[config.mk]
export PLATFORM = sky130hd
export DESIGN_NAME = change_dispenser
export DESIGN_NICKNAME = d
export VERILOG_FILES = /design/src/rtl/change_pkg.sv /design/src/rtl/change_dispenser_coin_select.sv /design/src/rtl/change_dispenser.sv
export SDC_FILE = /design/constraint.sdc
export NUM_CORES = 1
export LEC_CHECK = 0
export ABC_CLOCK_PERIOD_IN_PS = 1930
export BUFFER_PORTS_ARGS = -buffer_cell sky130_fd_sc_hd__clkbuf_2
export CAP_MARGIN = 10
export CORE_MARGIN = 2
export CORE_UTILIZATION = 45
export CTS_BUF_LIST = sky130_fd_sc_hd__clkbuf_16
export CTS_CLUSTER_SIZE = 24
export DETAILED_ROUTE_END_ITERATION = 10
export HOLD_SLACK_MARGIN = 0.15
export PLACE_DENSITY = 0.67
export SETUP_SLACK_MARGIN = 0.5
export SLEW_MARGIN = 20
export SYNTH_ARGS = -nofsm -noshare
export SYNTH_HDL_FRONTEND = slang
export SYNTH_HIERARCHICAL = 1
export SYNTH_SLANG_ARGS = --single-unit
[constraint.sdc]
create_clock -name clk -period 1.93 [get_ports clk]
set_clock_uncertainty 0.2 [all_clocks]
set_input_delay 0.0965 -clock clk [delete_from_list [all_inputs] [get_ports clk]]
set_output_delay 0.0965 -clock clk [all_outputs]
set_load 0.005 [all_outputs]
[src/rtl/change_pkg.sv]
// Shared coin codes, coin values and FSM state encoding for the change dispenser
// and the upstream change-box evaluator.
package change_pkg;

  localparam logic [2:0] COIN_NONE    = 3'b000;
  localparam logic [2:0] COIN_NICKEL  = 3'b001;
  localparam logic [2:0] COIN_DIME    = 3'b010;
  localparam logic [2:0] COIN_QUARTER = 3'b101;

  localparam logic [3:0] VAL_NICKEL  = 4'd1;
  localparam logic [3:0] VAL_DIME    = 4'd2;
  localparam logic [3:0] VAL_QUARTER = 4'd5;

  typedef enum logic [2:0] {
    IDLE,
    EVAL,
    SELECT,
    PRESENT,
    FINISH
  } state_t;

  function automatic logic [3:0] coin_value(input logic [2:0] code);
    case (code)
      COIN_QUARTER: return VAL_QUARTER;
      COIN_DIME:    return VAL_DIME;
      COIN_NICKEL:  return VAL_NICKEL;
      default:      return '0;
    endcase
  endfunction

endpackage

[src/rtl/change_dispenser_coin_select.sv]
// Greedy coin choice: largest coin that still fits the amount owed and is in stock.
module coin_select
  import change_pkg::*;
(
  input  logic [3:0] remaining,
  input  logic [1:0] quarters,
  input  logic [1:0] dimes,
  input  logic [1:0] nickels,
  output logic [2:0] coin
);

  always_comb begin
    coin = COIN_NONE;
    if (remaining >= VAL_QUARTER && quarters != '0)
      coin = COIN_QUARTER;
    else if (remaining >= VAL_DIME && dimes != '0)
      coin = COIN_DIME;
    else if (remaining >= VAL_NICKEL && nickels != '0)
      coin = COIN_NICKEL;
  end

endmodule

[src/rtl/change_dispenser.sv]
// Transaction FSM owning the coin inventory; pays change one coin at a time over
// a valid/ack handshake and reports the transaction outcome.
module change_dispenser
  import change_pkg::*;
#(
  parameter int unsigned ACK_TIMEOUT = 15,
  parameter int unsigned MAX_COUNT   = 3
) (
  input  logic       clk,
  input  logic       rst,
  input  logic       LoadInventory,
  input  logic [1:0] QuartersIn,
  input  logic [1:0] DimesIn,
  input  logic [1:0] NickelsIn,
  input  logic       Start,
  input  logic [3:0] Cost,
  input  logic [3:0] Paid,
  input  logic       CoinAck,
  output logic       CoinValid,
  output logic [2:0] CoinValue,
  output logic       Busy,
  output logic       Done,
  output logic       ExactAmount,
  output logic       CoughUpMore,
  output logic       NotEnoughChange,
  output logic       Fault,
  output logic [3:0] Remaining,
  output logic [1:0] Quarters,
  output logic [1:0] Dimes,
  output logic [1:0] Nickels
);

  localparam int unsigned TW   = $clog2(ACK_TIMEOUT + 1);
  localparam logic [1:0]  MAXC = 2'(MAX_COUNT);

  state_t        state;
  logic [3:0]    cost_q;
  logic [3:0]    paid_q;
  logic [TW-1:0] tmo;
  logic [2:0]    sel_coin;

  function automatic logic [1:0] sat(input logic [1:0] v);
    return (v > MAXC) ? MAXC : v;
  endfunction

  coin_select u_sel (
    .remaining (Remaining),
    .quarters  (Quarters),
    .dimes     (Dimes),
    .nickels   (Nickels),
    .coin      (sel_coin)
  );

  always_ff @(posedge clk or posedge rst) begin
    if (rst) begin
      state           <= IDLE;
      cost_q          <= '0;
      paid_q          <= '0;
      tmo             <= '0;
      CoinValid       <= 1'b0;
      CoinValue       <= COIN_NONE;
      Busy            <= 1'b0;
      Done            <= 1'b0;
      ExactAmount     <= 1'b0;
      CoughUpMore     <= 1'b0;
      NotEnoughChange <= 1'b0;
      Fault           <= 1'b0;
      Remaining       <= '0;
      Quarters        <= '0;
      Dimes           <= '0;
      Nickels         <= '0;
    end else begin
      Done <= 1'b0;
      case (state)
        IDLE: begin
          if (LoadInventory) begin
            Quarters <= sat(QuartersIn);
            Dimes    <= sat(DimesIn);
            Nickels  <= sat(NickelsIn);
          end else if (Start) begin
            cost_q          <= Cost;
            paid_q          <= Paid;
            ExactAmount     <= 1'b0;
            CoughUpMore     <= 1'b0;
            NotEnoughChange <= 1'b0;
            Fault           <= 1'b0;
            Busy            <= 1'b1;
            state           <= EVAL;
          end
        end
        EVAL: begin
          if (paid_q < cost_q) begin
            CoughUpMore <= 1'b1;
            Remaining   <= '0;
            Done        <= 1'b1;
            state       <= FINISH;
          end else if (paid_q == cost_q) begin
            ExactAmount <= 1'b1;
            Remaining   <= '0;
            Done        <= 1'b1;
            state       <= FINISH;
          end else begin
            Remaining <= paid_q - cost_q;
            state     <= SELECT;
          end
        end
        SELECT: begin
          if (Remaining == '0) begin
            Done  <= 1'b1;
            state <= FINISH;
          end else if (sel_coin != COIN_NONE) begin
            CoinValid <= 1'b1;
            CoinValue <= sel_coin;
            tmo       <= '0;
            state     <= PRESENT;
          end else begin
            NotEnoughChange <= 1'b1;
            Done            <= 1'b1;
            state           <= FINISH;
          end
        end
        PRESENT: begin
          if (CoinAck) begin
            case (CoinValue)
              COIN_QUARTER: Quarters <= Quarters - 2'd1;
              COIN_DIME:    Dimes    <= Dimes - 2'd1;
              COIN_NICKEL:  Nickels  <= Nickels - 2'd1;
              default:      ;
            endcase
            Remaining <= Remaining - coin_value(CoinValue);
            CoinValid <= 1'b0;
            CoinValue <= COIN_NONE;
            tmo       <= '0;
            state     <= SELECT;
          end else if (tmo == TW'(ACK_TIMEOUT - 1)) begin
            // CoinValid has now been up ACK_TIMEOUT cycles without an ack
            Fault     <= 1'b1;
            CoinValid <= 1'b0;
            CoinValue <= COIN_NONE;
            tmo       <= '0;
            Done      <= 1'b1;
            state     <= FINISH;
          end else begin
            tmo <= tmo + 1'b1;
          end
        end
        FINISH: begin
          Busy  <= 1'b0;
          state <= IDLE;
        end
        default: state <= IDLE;
      endcase
    end
  end

endmodule
**Yosys cells after proc, flatten, opt, wreduce, memory -nomap -nowiden**

Cells that the tools add are included.

- Bits in registers: 35
- Bits in latches: 0
- RAM bits: 0
- ROM bits: 0
- Bits of input ports: 19
- Output and inout bits: 20
- Logic and storage cells: 155
- Memories: 0

- $add $sub $neg: 6
- $mul: 0
- Divide/modulo/power cells: 0
- Order comparisons: 7
- Equal/unequal tests: 25
- Shifts and indexed selects: 0
- Mux-type cells: 72
- Bitwise operators: 1
- Reduce and logical (&&, ||, !) cells: 28

Operators with widths:

| kind | number |
|---|---|
| 2-to-1 mux 3 bit | 14 |
| 2-to-1 mux 4 bit | 9 |
| 2-to-1 mux 2 bit | 12 |
| != test 2 bit (second input constant) | 12 |
| 2-to-1 mux 1 bit | 22 |
| AND reduction 4 bit | 5 |
| nonzero test 2 bit | 9 |
| one-hot mux 4 bit (2 select lines) | 2 |
| AND reduction 5 bit | 3 |
| one-hot mux 1 bit (2 select lines) | 6 |
| one-hot mux 2 bit (2 select lines) | 3 |
| one-hot mux 3 bit (4 select lines) | 1 |
| AND reduction 3 bit | 4 |
| == test 3 x 2 -> 1 bit (second input constant) | 3 |
| one-hot mux 3 bit (3 select lines) | 1 |
| subtractor 4 bit | 2 |
| == test 3 x 1 -> 1 bit (second input constant) | 2 |
| == test 3 bit (second input constant) | 2 |
| > comparator 2 bit (second input constant) | 3 |
| != test 2 x 1 -> 1 bit (second input constant) | 3 |
| one-hot mux 3 bit (2 select lines) | 1 |
| subtractor 2 x 1 -> 2 bit (second input constant) | 3 |
| adder 4 x 1 -> 4 bit (second input constant) | 1 |
| == test 4 bit | 1 |
| 13 further kinds | 15 |

**Logic depth before layout (Yosys ltp)**

- Depth in word-level cells: 9
- Gate-level depth with buffers: 8
- Gate-level depth less buffers: 8

**Modules after synthesis**

The synthesis kept the hierarchy.

Modules (own cells, without submodules):

| module | times used | cells an instance | area each (µm²) | seq. area each (µm²) |
|---|---|---|---|---|
| change_dispenser | 1 | 204 | 1,965.6 | 875.8 |
| coin_select | 1 | 8 | 51.3 | 0.0 |

**Least setup slack after synthesis**

Ideal clock, no wire load.

- Path kind: register -> register
- Start: reg Remaining[1]
- End: reg CoinValue[1]
- Library setup time: 0.066 ns
- Data arrival time: 1.878 ns
- Required time: 1.664 ns
- Setup slack: -0.214 ns
- Cell stages (with the launch flop): 8
- Path buffers: 0
- Period minus slack after synthesis: 2.144 ns
- Path through: dfrtp_1 > nor3_1 > mux2i_1 > o21bai_1 > or4_1 > o211a_1 > nand2_1 > a22o_1

- Cells in the longest elaborated chain, start to end: 8
- Elaborated cells between the ends (all ways): 17
- Those cells by class: order compare: 3; eq/ne: 2; mux: 6; reduce/logical: 6

RTL lines:

| what | line | text |
|---|---|---|
| start: declaration | change_dispenser.sv:27 | `output logic [3:0] Remaining,` |
| start signal: assignment | change_dispenser.sv:103 | `Remaining <= paid_q - cost_q;` |
| start signal: assignment | change_dispenser.sv:130 | `Remaining <= Remaining - coin_value(CoinValue);` |
| >= comparator 4 x 1 -> 1 bit | change_dispenser_coin_select.sv:18 | `else if (remaining >= VAL_NICKEL && nickels != '0)` |
| logical AND 1 bit | change_dispenser_coin_select.sv:18 |  |
| 2-to-1 mux 1 bit | change_dispenser_coin_select.sv:18 |  |
| 2-to-1 mux 3 bit | change_dispenser_coin_select.sv:16 | `else if (remaining >= VAL_DIME && dimes != '0)` |
| 2-to-1 mux 3 bit (*) | change_dispenser_coin_select.sv:14 | `if (remaining >= VAL_QUARTER && quarters != '0)` |
| via sel_coin[0] | change_dispenser.sv:40 | `logic [2:0] sel_coin;` |
| nonzero test 3 bit (*) | change_dispenser.sv:111 | `end else if (sel_coin != COIN_NONE) begin` |
| != test 2 bit (no line) (*) | -- |  |
| AND reduction 4 bit (no line) (*) | -- |  |
| end signal: assignment | change_dispenser.sv:113 | `CoinValue <= sel_coin;` |
| end: declaration | change_dispenser.sv:20 | `output logic [2:0] CoinValue,` |

The timed path passes the listed nets; every way through them passes the cells marked *. The select of a mux whose other input is x is not followed.
A chain may end at the register's enable or synchronous reset.

**Final worst setup path**

- Start: reg Remaining[1]
- End: reg CoinValue[2]

- Elaborated cells between the ends (all ways): 17
- Those cells by class: order compare: 3; eq/ne: 2; mux: 6; reduce/logical: 6

RTL lines:

| what | line |
|---|---|
| >= comparator 4 x 3 -> 1 bit (*) | change_dispenser_coin_select.sv:14 |
| logical AND 1 bit (*) | change_dispenser_coin_select.sv:14 |
| 2-to-1 mux 3 bit (*) | change_dispenser_coin_select.sv:14 |
| via sel_coin[2] | change_dispenser.sv:40 |
| nonzero test 3 bit / 2-to-1 mux 3 bit (equally long branches) | change_dispenser.sv:111 |
| != test 2 bit (no line) / 2-to-1 mux 3 bit (equally long branches) | -- |
| AND reduction 4 bit (no line) / one-hot mux 3 bit (2 select lines) (equally long branches) | -- |

Marked as above.

==> impl_metrics.json <==
{
  "syn_inst": 212,
  "hp-start": "CoinAck",
  "diodes": 0,
  "maxCapViolCount": 0,
  "grtUsageTotal": 0.2331,
  "tightest_slew_ps": 354.9,
  "synth-main-ff-cell": "dfrtp_1",
  "synth.distinct_cells": 46,
  "slew_violations": 0,
  "synth-xor-area-share": 0.01303,
  "vias_per_cell": 5.420,
  "drt_iter0_drc": 136,
  "gp_congestion": 0.8756,
  "syn2layout_area_growth_pct": 59.43,
  "whs_path_depth": 5,
  "vias": 2000,
  "timing.fmax_mhz": 467.0,
  "fin_ws_ps": -211.1,
  "reg2reg_depth": 7,
  "rsz0062_at_grt": "true",
  "place_hpwl_mm": 3.746,
  "post-route-period-util": 1.109,
  "synthSimpleGateAreaFrac": 0.2091,
  "wirelength_mm": 5.775,
  "p_per_area_nw_per_um2": 1789,
  "critPathMaxFanout": 4,
  "critPathBufInv": 0,
  "n_fill_cell": 289,
  "grt_max_degree": 23,
  "cts_root_buffer": "clkbuf_16",
  "peakVddDrop_mv": 0.9700,
  "start_kind": "register",
  "criticalPathCategory": "reg -> reg",
  "nets": 346,
  "synth_top_family_by_area": "simple AND/OR/NAND/NOR gates",
  "drc": 0,
  "clk_pin_slew_ps": 50,
  "status": "complete, but fails checks",
  "grt_pass1_wl_mm": 9.128,
  "row_count": 24,
  "cts_buffers": 5,
  "synth_compound_area_frac": 0.1774,
  "path_delay_family": "compound AO/OA/AOI/OAI gates",
  "crit_path_end_kind": "register",
  "port_buffers": 38,
  "initial_core_util": 0.4664,
  "synth_seq_cells": 35,
  "min_period_ps": 2141,
  "slowest_delay_ps": 430,
  "cts_tree": "built",
  "antenna_found_initial": 0,
  "place_area_um2": 2562,
  "grt_pass1_vias": 2028,
  "placeableCoreArea_um2": 4324,
  "reg2reg_to": "CoinValue[2]",
  "netlist_area_um2": 2017,
  "synthMuxAreaShare": 0.03784,
  "path_cells": "o21a_1 > o22a_1 > o21bai_2 > or4_4 > o211a_1 > nand2_2 > a22o_1",
  "hp-class": "in -> reg",
  "async_reset_ff_frac": 1.000,
  "dr.pass1.iters": 4,
  "clock_sinks": 35,
  "die-area_um2": 5034,
  "worst_hold_slack_ps": 147.7,
  "cp_slowest_cell": "dfrtp_2",
  "ios": 39,
  "r2r-start": "Remaining[1]",
  "hold_end": "Remaining[0]",
  "finalSetupViolCount": 14,
  "cp_data_arrival_time_ps": 2160,
  "die_y_um": 70.95,
  "slew_headroom": 0.7629,
  "violations": "negative setup slack",
  "drive_gt1_frac": 0.4322,
  "wl_per_cell_um": 15.65,
  "clockBufferDepth": 2,
  "grt-ovfl-total": 0,
  "h-tree-depth": 2,
  "avgSynthCellArea_um2": 9.514,
  "hold_viol_final": 0,
  "final_cell_area_um2": 3216,
  "synth_fp_nets": 242,
  "yosys.area_share.adder": 0.07568,
  "clock_latency_ps": 280,
  "rrSetupSlack_ps": -210,
  "p_leak_nw": 1.534,
  "crit_required_ps": 1950,
  "yosys_warnings": 6,
  "synth_edf_count": 0,
  "ant_nets": 0,
  "die_width_um": 70.95,
  "ys_seq_area_frac": 0.4342,
  "finalPower_mw": 5.753
}
## area by class of cell
type | count | area (µm²) | area share
Clock inverter | 3 | 38.79 | 0.01206
Sequential cell | 35 | 877.1 | 0.2728
Multi-Input combinational cell | 155 | 1251 | 0.3891
Inverter | 15 | 58.81 | 0.01829
Timing Repair Buffer | 104 | 799.5 | 0.2486
Tap cell | 52 | 65.06 | 0.02023
Clock buffer | 5 | 125.1 | 0.03891
## worst min-delay path: stages
cell and delay [ps]:
clkbuf_2 120, inv_1 90, a21oi_1 130, nor2_1 100, a21oi_1 40
## cells by family after synthesis
logic type,Yosys count
AND/OR/NAND/NOR,77
flip-flops,35
buffers and inverters,22
multiplexers,7
adder cells (fa/ha/maj),11
AO/OA/AOI/OAI,57
XOR/XNOR,3
## worst max path at each step
stage / startpoint / to / slack [ps] / depth (start not counted)
4_1_cts: Remaining[1] / CoinValue[2] / -200 / 7
2_1_floorplan: Remaining[0] / CoinValue[1] / -160 / 7
3_5_place_dp: Remaining[1] / Done / -280 / 7
5_1_grt: Remaining[2] / CoinValue[1] / -320 / 8
6_report: Remaining[1] / CoinValue[2] / -210 / 7
3_3_place_gp: Remaining[1] / Done / -190 / 7
## power breakdown
group	leakage [nW]	internal [mW]	switching [mW]	total, mW
Combinational	1.02	1.87	1.69	3.56
Clock	0.0812	0.601	0.293	0.894
Sequential	0.438	1.04	0.255	1.30
## per-stage QoR
| step | setup slack, ps | setup TNS, ps | instances | util |
|---|---|---|---|---|
| after floorplan | -157.5 | -1373 | 212 | - |
| final | -211.1 | -1870 | 369 | 0.7436 |
| after detailed placement | -278.0 | -2319 | 329 | 0.5926 |
| after CTS | -200.1 | -1661 | 361 | 0.7112 |
| after global routing | -315.7 | -3557 | 369 | 0.7436 |
| after global placement | -194.4 | -1646 | 329 | 0.5926 |
## synth_stat cells (3+ instances only)
master    number  area (µm²)
a31oi_1        3       18.77
dfrtp_1       35       875.8
mux2_2         5       56.30
nand2_1       15       56.30
nand3b_1       4       30.03
nand3_1        6       30.03
o21ai_0       13       65.06
o21ai_1        5       25.02
nand2b_1       6       37.54
inv_1         15       56.30
nor3_1         7       35.03
a22o_1         6       52.55
and3_1         3       18.77
ha_1           9       112.6
nor2_1        17       63.81
o22a_1         3       26.28
a21oi_1       16       80.08
or3_1          3       18.77
nor4_1         3       18.77
## layer usage
metal / GRT usage / wire (µm)
met2: 0.4039 / 2934
met5: 0 / 0
met1: 0.2845 / 2394
met4: 0.08595 / 158
met3: 0.05271 / 288
## flip-flops by register name, indices dropped and copies added (netlist names), 2 cells and up
name	count
tmo	4
state	3
paid_q	4
Dimes	2
Remaining	4
CoinValue	3
Quarters	2
Nickels	2
cost_q	4
## cells in the final DEF, fill, tap and decap left out, types with 4 or more instances in the layout
| cell type | synthesis | layout |
|---|---|---|
| a21oi_1 | 16 | 12 |
| a21oi_2 | 0 | 4 |
| a22o_1 | 6 | 5 |
| buf_4 | 2 | 37 |
| buf_6 | 2 | 9 |
| clkbuf_16 | 0 | 6 |
| clkbuf_2 | 0 | 38 |
| dfrtp_1 | 35 | 34 |
| dlygate4sd3_1 | 0 | 17 |
| ha_1 | 9 | 6 |
| inv_1 | 15 | 12 |
| mux2_4 | 0 | 5 |
| nand2_1 | 15 | 9 |
| nand2_2 | 0 | 4 |
| nand2b_1 | 6 | 6 |
| nand3_1 | 6 | 5 |
| nand3b_1 | 4 | 4 |
| nor2_1 | 17 | 17 |
| nor3_1 | 7 | 5 |
| o21ai_1 | 5 | 12 |
## what timing repair did
action | in CTS | in global routing
endpoints found under the setup margin | 34 | 35
pin swaps | 14 | 20
hold buffers | 17 | 0
buffers inserted | 6 | 8
hold endpoints to repair | 55 | 0
gates cloned | 1 | 0
resized for setup | 29 | 24
No activity file was read; power rests on OpenSTA's default activity.
